<file path="config.mk">
export PLATFORM = sky130hd
export DESIGN_NAME = pipeline_hazard_ctrl_flat
export DESIGN_NICKNAME = d
export VERILOG_FILES = /design/src/rtl/pipeline_hazard_ctrl_pkg.sv /design/src/rtl/pipeline_hazard_ctrl_if.sv /design/src/rtl/pipeline_hazard_ctrl_scoreboard.sv /design/src/rtl/pipeline_hazard_ctrl.sv /design/src/flat_wrapper.sv
export SDC_FILE = /design/constraint.sdc
export NUM_CORES = 1
export LEC_CHECK = 0
export ABC_AREA = 1
export CORE_MARGIN = 10
export CORE_UTILIZATION = 49
export DETAILED_ROUTE_END_ITERATION = 10
export MAX_ROUTING_LAYER = met4
export PLACE_DENSITY = 0.8
export SETUP_SLACK_MARGIN = 0.2
export SLEW_MARGIN = 20
export SYNTH_ARGS = -nofsm -noshare
export SYNTH_HDL_FRONTEND = slang
export SYNTH_SLANG_ARGS = --single-unit
</file>
<file path="constraint.sdc">
create_clock -name clk_i -period 2.7 [get_ports clk_i]
set_input_delay 0.405 -clock clk_i [delete_from_list [all_inputs] [get_ports clk_i]]
set_output_delay 0.405 -clock clk_i [all_outputs]
set_load 0.005 [all_outputs]
</file>
<file path="src/rtl/pipeline_hazard_ctrl_pkg.sv">
// Shared types for the hazard controller: latch controls, FSM states and scoreboard entries.
package pipeline_hazard_ctrl_pkg;

    typedef enum logic [1:0] {
        PIPE_NOP    = 2'd0,
        PIPE_ENABLE = 2'd1,
        PIPE_STALL  = 2'd2
    } pipe_state_t;

    typedef enum logic [1:0] {
        RUN      = 2'd0,
        LD_STALL = 2'd1,
        MEM_WAIT = 2'd2,
        FLUSH    = 2'd3
    } hazard_state_t;

    // wsel is stored at a fixed width wide enough for any supported REG_W (<= 8).
    localparam int SB_WSEL_W = 8;

    typedef struct packed {
        logic                 valid;
        logic                 is_load;
        logic [SB_WSEL_W-1:0] wsel;
    } sb_entry_t;

endpackage

</file>
<file path="src/rtl/pipeline_hazard_ctrl_if.sv">
// Bundle between the datapath (master) and the hazard controller (slave).
interface pipeline_hazard_ctrl_if #(
    parameter int REG_W   = 5,
    parameter int NUM_FWD = 2,
    parameter int CNT_W   = 16
);
    import pipeline_hazard_ctrl_pkg::*;

    localparam int FSEL_W = $clog2(NUM_FWD + 1);

    logic              ihit, dhit, dREN, dWEN;
    logic              issue, dec_wen, dec_is_load;
    logic [REG_W-1:0]  dec_rs, dec_rt, dec_wsel;
    logic [REG_W-1:0]  ex_rs, ex_rt;
    logic              branch_taken, jump;
    pipe_state_t       fd_state, de_state, em_state, mw_state;
    logic              pc_wen;
    logic [FSEL_W-1:0] fsel_a, fsel_b;
    logic [CNT_W-1:0]  stall_cnt, flush_cnt;

    modport master (
        output ihit, dhit, dREN, dWEN, issue, dec_rs, dec_rt, dec_wsel, dec_wen,
               dec_is_load, ex_rs, ex_rt, branch_taken, jump,
        input  fd_state, de_state, em_state, mw_state, pc_wen, fsel_a, fsel_b,
               stall_cnt, flush_cnt
    );

    modport slave (
        input  ihit, dhit, dREN, dWEN, issue, dec_rs, dec_rt, dec_wsel, dec_wen,
               dec_is_load, ex_rs, ex_rt, branch_taken, jump,
        output fd_state, de_state, em_state, mw_state, pc_wen, fsel_a, fsel_b,
               stall_cnt, flush_cnt
    );

endinterface

</file>
<file path="src/rtl/pipeline_hazard_ctrl_scoreboard.sv">
// In-flight destination scoreboard s[0]=EX .. s[NUM_FWD], plus nearest-stage forward selection.
module hazard_scoreboard
    import pipeline_hazard_ctrl_pkg::*;
#(
    parameter int REG_W   = 5,
    parameter int NUM_FWD = 2,
    parameter int FSEL_W  = $clog2(NUM_FWD + 1)
) (
    input  logic              clk_i,
    input  logic              rst_i,
    input  pipe_state_t       de_state_i,
    input  pipe_state_t       em_state_i,
    input  logic              issue_i,
    input  logic              dec_wen_i,
    input  logic              dec_is_load_i,
    input  logic [REG_W-1:0]  dec_wsel_i,
    input  logic [REG_W-1:0]  ex_rs_i,
    input  logic [REG_W-1:0]  ex_rt_i,
    output sb_entry_t         s0_o,
    output logic [FSEL_W-1:0] fsel_a_o,
    output logic [FSEL_W-1:0] fsel_b_o
);

    sb_entry_t sb_q [NUM_FWD+1];
    sb_entry_t dec_entry;

    always_comb begin
        dec_entry         = '0;
        dec_entry.valid   = issue_i & dec_wen_i & (dec_wsel_i != '0);
        dec_entry.is_load = dec_is_load_i;
        dec_entry.wsel    = SB_WSEL_W'(dec_wsel_i);
    end

    // Only the valid bits are reset; wsel/is_load are meaningless while invalid.
    always_ff @(posedge clk_i or posedge rst_i) begin
        if (rst_i) begin
            for (int k = 0; k <= NUM_FWD; k++) sb_q[k].valid <= 1'b0;
        end else begin
            case (de_state_i)
                PIPE_ENABLE: sb_q[0]       <= dec_entry;
                PIPE_NOP:    sb_q[0].valid <= 1'b0;
                default:     ;
            endcase
            if (em_state_i != PIPE_STALL) begin
                for (int k = 1; k <= NUM_FWD; k++) sb_q[k] <= sb_q[k-1];
            end
        end
    end

    // Scan oldest to youngest so the nearest matching stage overwrites the result.
    function automatic logic [FSEL_W-1:0] fwd_sel(input logic [REG_W-1:0] src);
        logic [FSEL_W-1:0] sel;
        sel = '0;
        if (src != '0) begin
            for (int k = NUM_FWD; k >= 1; k--) begin
                if (sb_q[k].valid && sb_q[k].wsel == SB_WSEL_W'(src)) sel = FSEL_W'(k);
            end
        end
        return sel;
    endfunction

    always_comb begin
        s0_o     = sb_q[0];
        fsel_a_o = fwd_sel(ex_rs_i);
        fsel_b_o = fwd_sel(ex_rt_i);
    end

endmodule

</file>
<file path="src/rtl/pipeline_hazard_ctrl.sv">
// Pipeline hazard controller: load-use, data-memory wait and flush sequencing with perf counters.
module pipeline_hazard_ctrl
    import pipeline_hazard_ctrl_pkg::*;
#(
    parameter int REG_W   = 5,
    parameter int NUM_FWD = 2,
    parameter int CNT_W   = 16
) (
    input logic                   clk_i,
    input logic                   rst_i,
    pipeline_hazard_ctrl_if.slave hz
);

    localparam int FSEL_W = $clog2(NUM_FWD + 1);

    hazard_state_t     state_q, state_d;
    pipe_state_t       fd_st, de_st, em_st, mw_st;
    logic              pc_wen, stall_inc, flush_inc;
    logic              mem_wait, redirect, load_use;
    logic [CNT_W-1:0]  stall_cnt_q, stall_cnt_d, flush_cnt_q, flush_cnt_d;
    logic [FSEL_W-1:0] fsel_a, fsel_b;
    sb_entry_t         s0;

    function automatic logic [CNT_W-1:0] sat_inc(input logic [CNT_W-1:0] cnt, input logic inc);
        if (inc && (cnt != '1)) return cnt + CNT_W'(1);
        return cnt;
    endfunction

    hazard_scoreboard #(.REG_W(REG_W), .NUM_FWD(NUM_FWD), .FSEL_W(FSEL_W)) u_sb (
        .clk_i         (clk_i),
        .rst_i         (rst_i),
        .de_state_i    (de_st),
        .em_state_i    (em_st),
        .issue_i       (hz.issue),
        .dec_wen_i     (hz.dec_wen),
        .dec_is_load_i (hz.dec_is_load),
        .dec_wsel_i    (hz.dec_wsel),
        .ex_rs_i       (hz.ex_rs),
        .ex_rt_i       (hz.ex_rt),
        .s0_o          (s0),
        .fsel_a_o      (fsel_a),
        .fsel_b_o      (fsel_b)
    );

    always_comb begin
        mem_wait = (hz.dREN | hz.dWEN) & ~hz.dhit;
        redirect = hz.branch_taken | hz.jump;
        load_use = s0.valid & s0.is_load & (s0.wsel != '0) & hz.issue &
                   ((s0.wsel == SB_WSEL_W'(hz.dec_rs)) | (s0.wsel == SB_WSEL_W'(hz.dec_rt)));
    end

    always_comb begin
        state_d   = state_q;
        fd_st     = PIPE_ENABLE;
        de_st     = PIPE_ENABLE;
        em_st     = PIPE_ENABLE;
        mw_st     = PIPE_ENABLE;
        pc_wen    = 1'b1;
        stall_inc = 1'b0;
        flush_inc = 1'b0;
        case (state_q)
            MEM_WAIT: begin
                if (!hz.dhit) begin
                    {fd_st, de_st, em_st, mw_st} = {4{PIPE_STALL}};
                    pc_wen    = 1'b0;
                    stall_inc = 1'b1;
                end else begin
                    // Exit cycle ignores ihit; the pending fetch is taken in RUN.
                    state_d = RUN;
                    pc_wen  = 1'b0;
                end
            end
            FLUSH: begin
                if (mem_wait) begin
                    state_d   = MEM_WAIT;
                    {fd_st, de_st, em_st, mw_st} = {4{PIPE_STALL}};
                    pc_wen    = 1'b0;
                    stall_inc = 1'b1;
                end else if (!hz.ihit) begin
                    fd_st  = PIPE_NOP;
                    de_st  = PIPE_NOP;
                    pc_wen = 1'b0;
                end else begin
                    state_d = RUN;
                end
            end
            default: begin
                state_d = RUN;
                if (mem_wait) begin
                    state_d   = MEM_WAIT;
                    {fd_st, de_st, em_st, mw_st} = {4{PIPE_STALL}};
                    pc_wen    = 1'b0;
                    stall_inc = 1'b1;
                end else if (redirect) begin
                    state_d   = FLUSH;
                    fd_st     = PIPE_NOP;
                    de_st     = PIPE_NOP;
                    flush_inc = 1'b1;
                end else if (load_use) begin
                    state_d   = LD_STALL;
                    fd_st     = PIPE_STALL;
                    de_st     = PIPE_NOP;
                    pc_wen    = 1'b0;
                    stall_inc = 1'b1;
                end else if (!hz.ihit) begin
                    fd_st  = PIPE_STALL;
                    de_st  = PIPE_NOP;
                    pc_wen = 1'b0;
                end
            end
        endcase
        if (rst_i) begin
            {fd_st, de_st, em_st, mw_st} = {4{PIPE_NOP}};
            pc_wen    = 1'b0;
            stall_inc = 1'b0;
            flush_inc = 1'b0;
        end
    end

    always_comb begin
        stall_cnt_d = sat_inc(stall_cnt_q, stall_inc);
        flush_cnt_d = sat_inc(flush_cnt_q, flush_inc);
    end

    always_ff @(posedge clk_i or posedge rst_i) begin
        if (rst_i) begin
            state_q     <= RUN;
            stall_cnt_q <= '0;
            flush_cnt_q <= '0;
        end else begin
            state_q     <= state_d;
            stall_cnt_q <= stall_cnt_d;
            flush_cnt_q <= flush_cnt_d;
        end
    end

    assign hz.fd_state  = fd_st;
    assign hz.de_state  = de_st;
    assign hz.em_state  = em_st;
    assign hz.mw_state  = mw_st;
    assign hz.pc_wen    = pc_wen;
    assign hz.fsel_a    = fsel_a;
    assign hz.fsel_b    = fsel_b;
    assign hz.stall_cnt = stall_cnt_q;
    assign hz.flush_cnt = flush_cnt_q;

endmodule

</file>
<file path="src/flat_wrapper.sv">
// flat-port wrapper written by rule: the top's interface ports become plain ports
module pipeline_hazard_ctrl_flat import pipeline_hazard_ctrl_pkg::*;
#(
    parameter int REG_W   = 5,
    parameter int NUM_FWD = 2,
    parameter int CNT_W   = 16
)
  (clk_i, rst_i, hz_ihit, hz_dhit, hz_dREN, hz_dWEN, hz_issue, hz_dec_rs, hz_dec_rt, hz_dec_wsel, hz_dec_wen, hz_dec_is_load, hz_ex_rs, hz_ex_rt, hz_branch_taken, hz_jump, hz_fd_state, hz_de_state, hz_em_state, hz_mw_state, hz_pc_wen, hz_fsel_a, hz_fsel_b, hz_stall_cnt, hz_flush_cnt);
  pipeline_hazard_ctrl_if #(.REG_W(REG_W), .NUM_FWD(NUM_FWD), .CNT_W(CNT_W)) hz_i ();
  input logic clk_i;
  input logic rst_i;
  input wire logic [$bits(hz_i.ihit)-1:0] hz_ihit;
  input wire logic [$bits(hz_i.dhit)-1:0] hz_dhit;
  input wire logic [$bits(hz_i.dREN)-1:0] hz_dREN;
  input wire logic [$bits(hz_i.dWEN)-1:0] hz_dWEN;
  input wire logic [$bits(hz_i.issue)-1:0] hz_issue;
  input wire logic [$bits(hz_i.dec_rs)-1:0] hz_dec_rs;
  input wire logic [$bits(hz_i.dec_rt)-1:0] hz_dec_rt;
  input wire logic [$bits(hz_i.dec_wsel)-1:0] hz_dec_wsel;
  input wire logic [$bits(hz_i.dec_wen)-1:0] hz_dec_wen;
  input wire logic [$bits(hz_i.dec_is_load)-1:0] hz_dec_is_load;
  input wire logic [$bits(hz_i.ex_rs)-1:0] hz_ex_rs;
  input wire logic [$bits(hz_i.ex_rt)-1:0] hz_ex_rt;
  input wire logic [$bits(hz_i.branch_taken)-1:0] hz_branch_taken;
  input wire logic [$bits(hz_i.jump)-1:0] hz_jump;
  output wire logic [$bits(hz_i.fd_state)-1:0] hz_fd_state;
  output wire logic [$bits(hz_i.de_state)-1:0] hz_de_state;
  output wire logic [$bits(hz_i.em_state)-1:0] hz_em_state;
  output wire logic [$bits(hz_i.mw_state)-1:0] hz_mw_state;
  output wire logic [$bits(hz_i.pc_wen)-1:0] hz_pc_wen;
  output wire logic [$bits(hz_i.fsel_a)-1:0] hz_fsel_a;
  output wire logic [$bits(hz_i.fsel_b)-1:0] hz_fsel_b;
  output wire logic [$bits(hz_i.stall_cnt)-1:0] hz_stall_cnt;
  output wire logic [$bits(hz_i.flush_cnt)-1:0] hz_flush_cnt;
  assign hz_i.ihit = hz_ihit;
  assign hz_i.dhit = hz_dhit;
  assign hz_i.dREN = hz_dREN;
  assign hz_i.dWEN = hz_dWEN;
  assign hz_i.issue = hz_issue;
  assign hz_i.dec_rs = hz_dec_rs;
  assign hz_i.dec_rt = hz_dec_rt;
  assign hz_i.dec_wsel = hz_dec_wsel;
  assign hz_i.dec_wen = hz_dec_wen;
  assign hz_i.dec_is_load = hz_dec_is_load;
  assign hz_i.ex_rs = hz_ex_rs;
  assign hz_i.ex_rt = hz_ex_rt;
  assign hz_i.branch_taken = hz_branch_taken;
  assign hz_i.jump = hz_jump;
  assign hz_fd_state = hz_i.fd_state;
  assign hz_de_state = hz_i.de_state;
  assign hz_em_state = hz_i.em_state;
  assign hz_mw_state = hz_i.mw_state;
  assign hz_pc_wen = hz_i.pc_wen;
  assign hz_fsel_a = hz_i.fsel_a;
  assign hz_fsel_b = hz_i.fsel_b;
  assign hz_stall_cnt = hz_i.stall_cnt;
  assign hz_flush_cnt = hz_i.flush_cnt;
  pipeline_hazard_ctrl #(.REG_W(REG_W), .NUM_FWD(NUM_FWD), .CNT_W(CNT_W)) u_core (.clk_i(clk_i), .rst_i(rst_i), .hz(hz_i));
endmodule
</file>
==> summary.md, run 1 <==
| Metric | Value |
|---|---|
| Clk Latency, worst-skew pair | 300 ps |
| Non-Filler Instances | 563 |
| Die area | 10100 sq um |
| Tcrit/Tclk final | 88.9% |
| DR DRC count | 0 |
| Hold EP | u_core.hz.flush_cnt[6] |
| Ratio of cells with drive above 1 in the final layout | 8.02% |
| Antenna violations before repair | 0 |
| Yosys top cell area share | 29.1% |
| Port buffer count | 80 |
| Fillers | 556 |
| Multi-input gate area | 1560 sq um |
| CTS buffer count | 5 |
| WL/cell | 14.1 um |
| First-pass GRT wire length | 13100 um |
| Hold depth | 1 |
| Placed Cells | 555 |
| Antenna Nets Post-Route | 0 |
| EDFF count, synth | 16 |
| Worst Skew | 6.13 ps |
| Total negative setup slack | 0 ps |
| Outcome | complete, no violations |
| Clk pin slew, worst setup/hold paths | 90 ps |
| Pin count of the biggest net entering global routing | 38 |
| Rel. slew slack | 63.6% |
| Slowest CP cell | clkdlybuf4s50_1 |
| ANT cells | 0 |
| I/O Pins | 81 |
| Register area | 1410 sq um |
| Ys Warns | 0 |
| Number of global-route vias before repair | 2821 |
| Nets | 523 |
| Design area | 4230 sq um |
| Unrepaired setup endpoints after global routing | no |
| Drt pass-1 iters | 4 |
| Final wirelength | 7960 um |
| Nature of the critical path startpoint | input port |
| Sequential fraction of the synthesis area | 44.2% |
| Gr usage total | 15.8% |
| Synth area leader | dfrtp_1 |
| #FFs+latches synth | 53 |
| R2R setup slack | 610 ps |
| Worst-path cell chain | clkdlybuf4s50_1, nor3_2, inv_2, a21oi_1, clkdlybuf4s50_1 |
| CP Data Required Time | 2300 ps |
| Gpl congestion | 0.923 |
| Worst slew pin tran | 546 ps |
| Chip width | 101 um |
| Mapped Nets | 440 |
| Min-delay worst type | flip-flop to flip-flop |
| Synth top cells by count | nand2_1 (105), nor2_1 (41), inv_1 (39) |
| Critical Setup Path Class | input port to primary output |
| GRT overflow | 0 |
| Fmax | 417 MHz |
| Mean Syn Cell Area | 7.92 sq um |
| CTS tree | built |
| Mapped cell area | 3180 sq um |
| Finish-stage setup viols | 0 |
| HPWL Detailed | 6250 um |
| Worst r2r src | u_core.hz.stall_cnt[0] |
| Drt via density | 5.10 |
| Reg2reg end | u_core.hz.stall_cnt[3] |
| Tmin final | 2400 ps |
| Crit-path max cell delay | 590 ps |
| Yosys cell types | 31 |
| Critical path arrival | 1990 ps |
| Root buf cell | clkbuf_8 |
| Initial cell density of the core | 50.4% |
| Worst Hold Launch | u_core.hz.flush_cnt[6] |
| Worst Path Max Fanout | 4 |
| Reg2reg path depth | 8 |
| Die Ht | 101 um |
| Crit. End Element | primary output |
| Final hold vios | 0 |
| Total core area | 6310 sq um |
| CTS max path bufs | 2 |
| Area growth syn-to-layout | 32.7% |
| P per Cell Area | 585 nW/um^2 |
| Drt initial violations | 96 |
| Most used flip-flop cell after synthesis | dfrtp_1 |
| Max-capacitance violation count | 0 |
| DR vias | 2869 |
| Leakage | 2.00 nW |
| H-tree levels | 2 |
| Async SR Flop Fraction | 69.8% |
| Top-count cell post-synth | nand2_1 |
| # Post-CTS Setup Buffers | 0 |
| CP most frequent cell | clkdlybuf4s50_1 |
| Max Slew Vio Count | 0 |
| Row Count | 29 |
| Top cells by area, synth | dfrtp_1 (29%), edfxtp_1 (15%), nand2_1 (12%), xor2_1 (8.0%), nor2_1 (4.8%) |
| CTS Sinks | 53 |
| Post-Syn Instances | 402 |
| VDD IR max | 408 uV |
| Placed cell areas | 4060 sq um |
## through the flow
step / utilization [%] / hold WS (ps) / power, W / setup slack (ps)
finish: 66.9 / 511 / 0.00247 / 300
global route: 66.9 / 552 / 0.00264 / 207
CTS: 66.4 / 514 / 0.00249 / 204
detailed placement: 64.3 / 500 / 0.00190 / 90.3
global placement: 64.3 / 487 / 0.00188 / 128
floorplan: - / 469 / 0.00154 / 262
## critical path, delay by kind of cell
| family | cells | cell delay [ps] |
|---|---|---|
| AOI/OAI and AO/OA | 1 | 250 |
| and+or+nand+nor | 1 | 220 |
| buffers and inverters | 3 | 1120 |
## layout make-up
| type | instances | area share (%) |
|---|---|---|
| clock buffer | 6 | 2.22 |
| clock inverter | 2 | 0.829 |
| inverter | 52 | 4.62 |
| multi-input combinational | 288 | 36.9 |
| sequential | 53 | 33.3 |
| tap | 77 | 2.28 |
| timing repair buffer | 85 | 19.8 |
## timing repair
item	in CTS	in global routing
hold buffers	0	0
cloned	0	0
endpoints found under the hold margin	0	0
gates resized for setup	9	8
endpoints found under the setup margin	6	15
pin swaps	3	2
## worst max-delay path by stage
stage	startpoint	end	slack, ps	cells after the start
detailed placement	hz_dec_rt[1]	hz_fd_state[1]	90	12
floorplan	rst_i	hz_fd_state[1]	260	7
finish	hz_dhit	hz_em_state[1]	300	5
CTS	hz_ex_rs[1]	hz_fsel_a[0]	200	8
global route	hz_dhit	hz_em_state[1]	210	5
global placement	hz_dWEN	hz_fd_state[0]	130	7
## placed cells by master (no fill, tap or decap), drive strengths merged
cell	Yosys	layout
a21oi	10	10
buf	8	5
bufinv	0	1
clkbuf	1	6
clkdlybuf4s50	0	71
clkinv	1	2
dfrtp	37	37
dlygate4sd2	0	6
dlymetal6s2s	0	3
edfxtp	16	16
ha	2	2
inv	51	51
nand2	108	108
nand2b	1	1
nand3	27	27
nand3b	2	2
nand4	22	22
nor2	41	41
nor2b	1	1
nor3	16	16
nor4	4	4
o21ai	5	5
o21bai	2	2
o22ai	3	3
xnor2	15	15
xor2	29	29
## routing by layer
layer | share of wire (%) | GRT usage [%] | wire length [um] | vias up
met5 | 0 | - | 0 | -
met4 | 0.72 | 4.13 | 57 | 0
met3 | 4.9 | 3.91 | 388 | 8
met2 | 49 | 25.2 | 3900 | 71
met1 | 45 | 19.6 | 3610 | 1332
li1 | - | - | - | 1458
## flip-flops by register name (all words and copies together) (netlist names)
name / flops
u_core.u_sb.s0_o: 7
u_core.u_sb.sb_q: 12
u_core.hz.stall_cnt: 16
u_core.state_q: 2
u_core.hz.flush_cnt: 16
## power breakdown
group	internal [W]	switching (W)	total [W]
Sequential	0.000961	0.000146	0.00111
Combinational	0.000361	0.000417	0.000779
Clock	0.000331	0.000255	0.000586
Total	0.00165	0.000818	0.00247
## logic make-up after synthesis
group,Yosys count,synth area share (%)
compound gates,20,3.54
xor+xnor,44,12.1
fa+ha+maj,2,0.786
buf+inv,61,7.94
flops,53,44.2
simple gates,222,31.4
No activity file was read; power rests on OpenSTA's default activity.
==> run 2, diff against run 1 <==
CORE_UTILIZATION = 24   (was 49)
PLACE_DENSITY = default   (was 0.8)
==> run 2 against run 1 <==
Net effect: final area rose by 5.4%; non-clock buffer count rose by 11; clock power rose by 7.3%; via count rose by 0.56%; fmax rose by 0.19%; global-route usage fell by 6.1 points; sequential share of layout area fell by 1.7 points; critical path type unchanged; largest cell class unchanged; largest power group unchanged.
==> summary.md, run 2 (synthesized netlist as in run 1, its figures left out) <==
| Metric | Value |
|---|---|
| Tmin final | 2400 ps |
| CTS Sinks | 53 |
| Clk Latency, worst-skew pair | 300 ps |
| Gpl congestion | 0.863 |
| Critical Setup Path Class | input port to primary output |
| Switching pwr | 0.000859 W |
| HPWL Detailed | 6870 um |
| Antenna violations before repair | 0 |
| Number of global-route vias before repair | 2915 |
| Nature of the critical path startpoint | input port |
| Setup crit end | hz_de_state[1] |
| CTS buffer count | 5 |
| Final wirelength | 8750 um |
| Hold_buf cts | 0 |
| Reg2reg end | u_core.hz.stall_cnt[14] |
| CP Data Required Time | 2300 ps |
| GRT overflow | 0 |
| DR vias | 2885 |
| Gr usage total | 9.78% |
| Clk pin slew, worst setup/hold paths | 60 ps |
| Drt via density | 4.29 |
| Port buffer count | 80 |
| Min-delay worst type | flip-flop to flip-flop |
| P per Cell Area | 573 nW/um^2 |
| Comb power frac | 31.9% |
| Ratio of cells with drive above 1 in the final layout | 10.1% |
| Leakage | 2.08 nW |
| Final hold vios | 0 |
| ANT cells | 0 |
| R2R setup slack | 580 ps |
| Worst Skew | 9.78 ps |
| First-pass GRT wire length | 14300 um |
| Die area | 18300 sq um |
| CTS tree | built |
| WL/cell | 13.0 um |
| Initial cell density of the core | 24.2% |
| VDD IR max | 298 uV |
| Outcome | complete, no violations |
| Finish-stage setup viols | 0 |
| Final Power | 0.00255 W |
| Chip width | 135 um |
| Reg2reg path depth | 8 |
| Worst slew pin tran | 494 ps |
| I/O Pins | 81 |
| Worst r2r src | u_core.hz.stall_cnt[0] |
| Most frequent cells in the layout | nand2_1 (103), clkdlybuf4s50_1 (69), nor2_1 (41) |
| Hold depth | 0 |
| Clock power frac | 24.6% |
| Net switching share of the total power | 33.7% |
| Pint | 0.00169 W |
| Drt pass-1 iters | 4 |
| Total negative setup slack | 0 ps |
| H-tree levels | 2 |
| Rel. slew slack | 67.1% |
| Root buf cell | clkbuf_16 |
| Row Count | 42 |
| Most common cell after layout, fill and taps aside | nand2_1 |
| Nets | 534 |
| Fmax | 417 MHz |
| Crit. End Element | primary output |
| Crit path launch | hz_dhit |
| Unrepaired setup endpoints after global routing | no |
| Die Ht | 135 um |
| Drt initial violations | 108 |
| Pin count of the biggest net entering global routing | 38 |
| Total core area | 13100 sq um |
| Area growth syn-to-layout | 39.9% |
| DR DRC count | 0 |
| Critical path arrival | 1990 ps |
| Sequential power share | 43.4% |
| Tcrit/Tclk final | 88.7% |
| Antenna Nets Post-Route | 0 |
| CTS max path bufs | 2 |
| Max Slew Vio Count | 0 |
| Worst Path Max Fanout | 4 |
| Max-capacitance violation count | 0 |
run 2: layout make-up:
type / count / area [sq um]
Inverter: 52 / 195
Tap cell: 176 / 220
Multi-Input combinational cell: 288 / 1560
Timing Repair Buffer: 96 / 930
Clock buffer: 6 / 129
Clock inverter: 2 / 10.0
Fill cell: 1402 / 8680
Sequential cell: 53 / 1410
run 2: how the worst min path moves through the flow:
stage,from,endpoint,slack (ps)
detailed placement,u_core.u_sb.sb_q[10],u_core.u_sb.sb_q[0],500
floorplan,u_core.u_sb.sb_q[11],u_core.u_sb.sb_q[1],470
finish,u_core.u_sb.sb_q[11],u_core.u_sb.sb_q[1],520
CTS,u_core.u_sb.sb_q[10],u_core.u_sb.sb_q[0],520
global placement,u_core.hz.flush_cnt[6],u_core.hz.flush_cnt[6],500
global route,u_core.u_sb.sb_q[10],u_core.u_sb.sb_q[0],540
run 2: critical path: stages:
cell and delay (ps):
clkdlybuf4s50_1 440, nor3_1 280, inv_2 120, a21oi_2 200, clkdlybuf4s50_1 540
run 2: routing by layer:
layer,wire length (um),up-vias,GRT usage [%],part of all wire [%]
met2,4060,81,15.4,46
met5,0,-,-,0
li1,-,1487,-,-
met1,4150,1311,12.5,47
met3,457,6,2.11,5.2
met4,80,0,2.39,0.91
run 2: stage by stage:
| stage | worst slack [ps] | cell area, sq um | cells | hold slack [ps] | util [%] |
|---|---|---|---|---|---|
| after floorplan | 262 | 3180 | 402 | 469 | - |
| after global placement | 56.8 | 4240 | 661 | 504 | 32.2 |
| after detailed placement | 40.9 | 4240 | 661 | 505 | 32.2 |
| after CTS | 147 | 4400 | 670 | 520 | 33.5 |
| after global routing | 194 | 4450 | 673 | 540 | 33.9 |
| final | 305 | 4450 | 673 | 521 | 33.9 |
run 2: what timing repair did:
action | in CTS | in global routing
setup buffers | 1 | 3
gates cloned | 0 | 0
pin swaps | 7 | 4
endpoints found under the setup margin | 7 | 10
gates resized for setup | 11 | 9
run 2: power groups by stage:
stage	clock, W	combinational [W]	sequential (W)
floorplan	0	0.000445	0.00109
global placement	0	0.000796	0.00112
detailed placement	0	0.000812	0.00112
CTS	0.000652	0.000818	0.00111
global route	0.000682	0.000918	0.00113
finish	0.000629	0.000815	0.00111
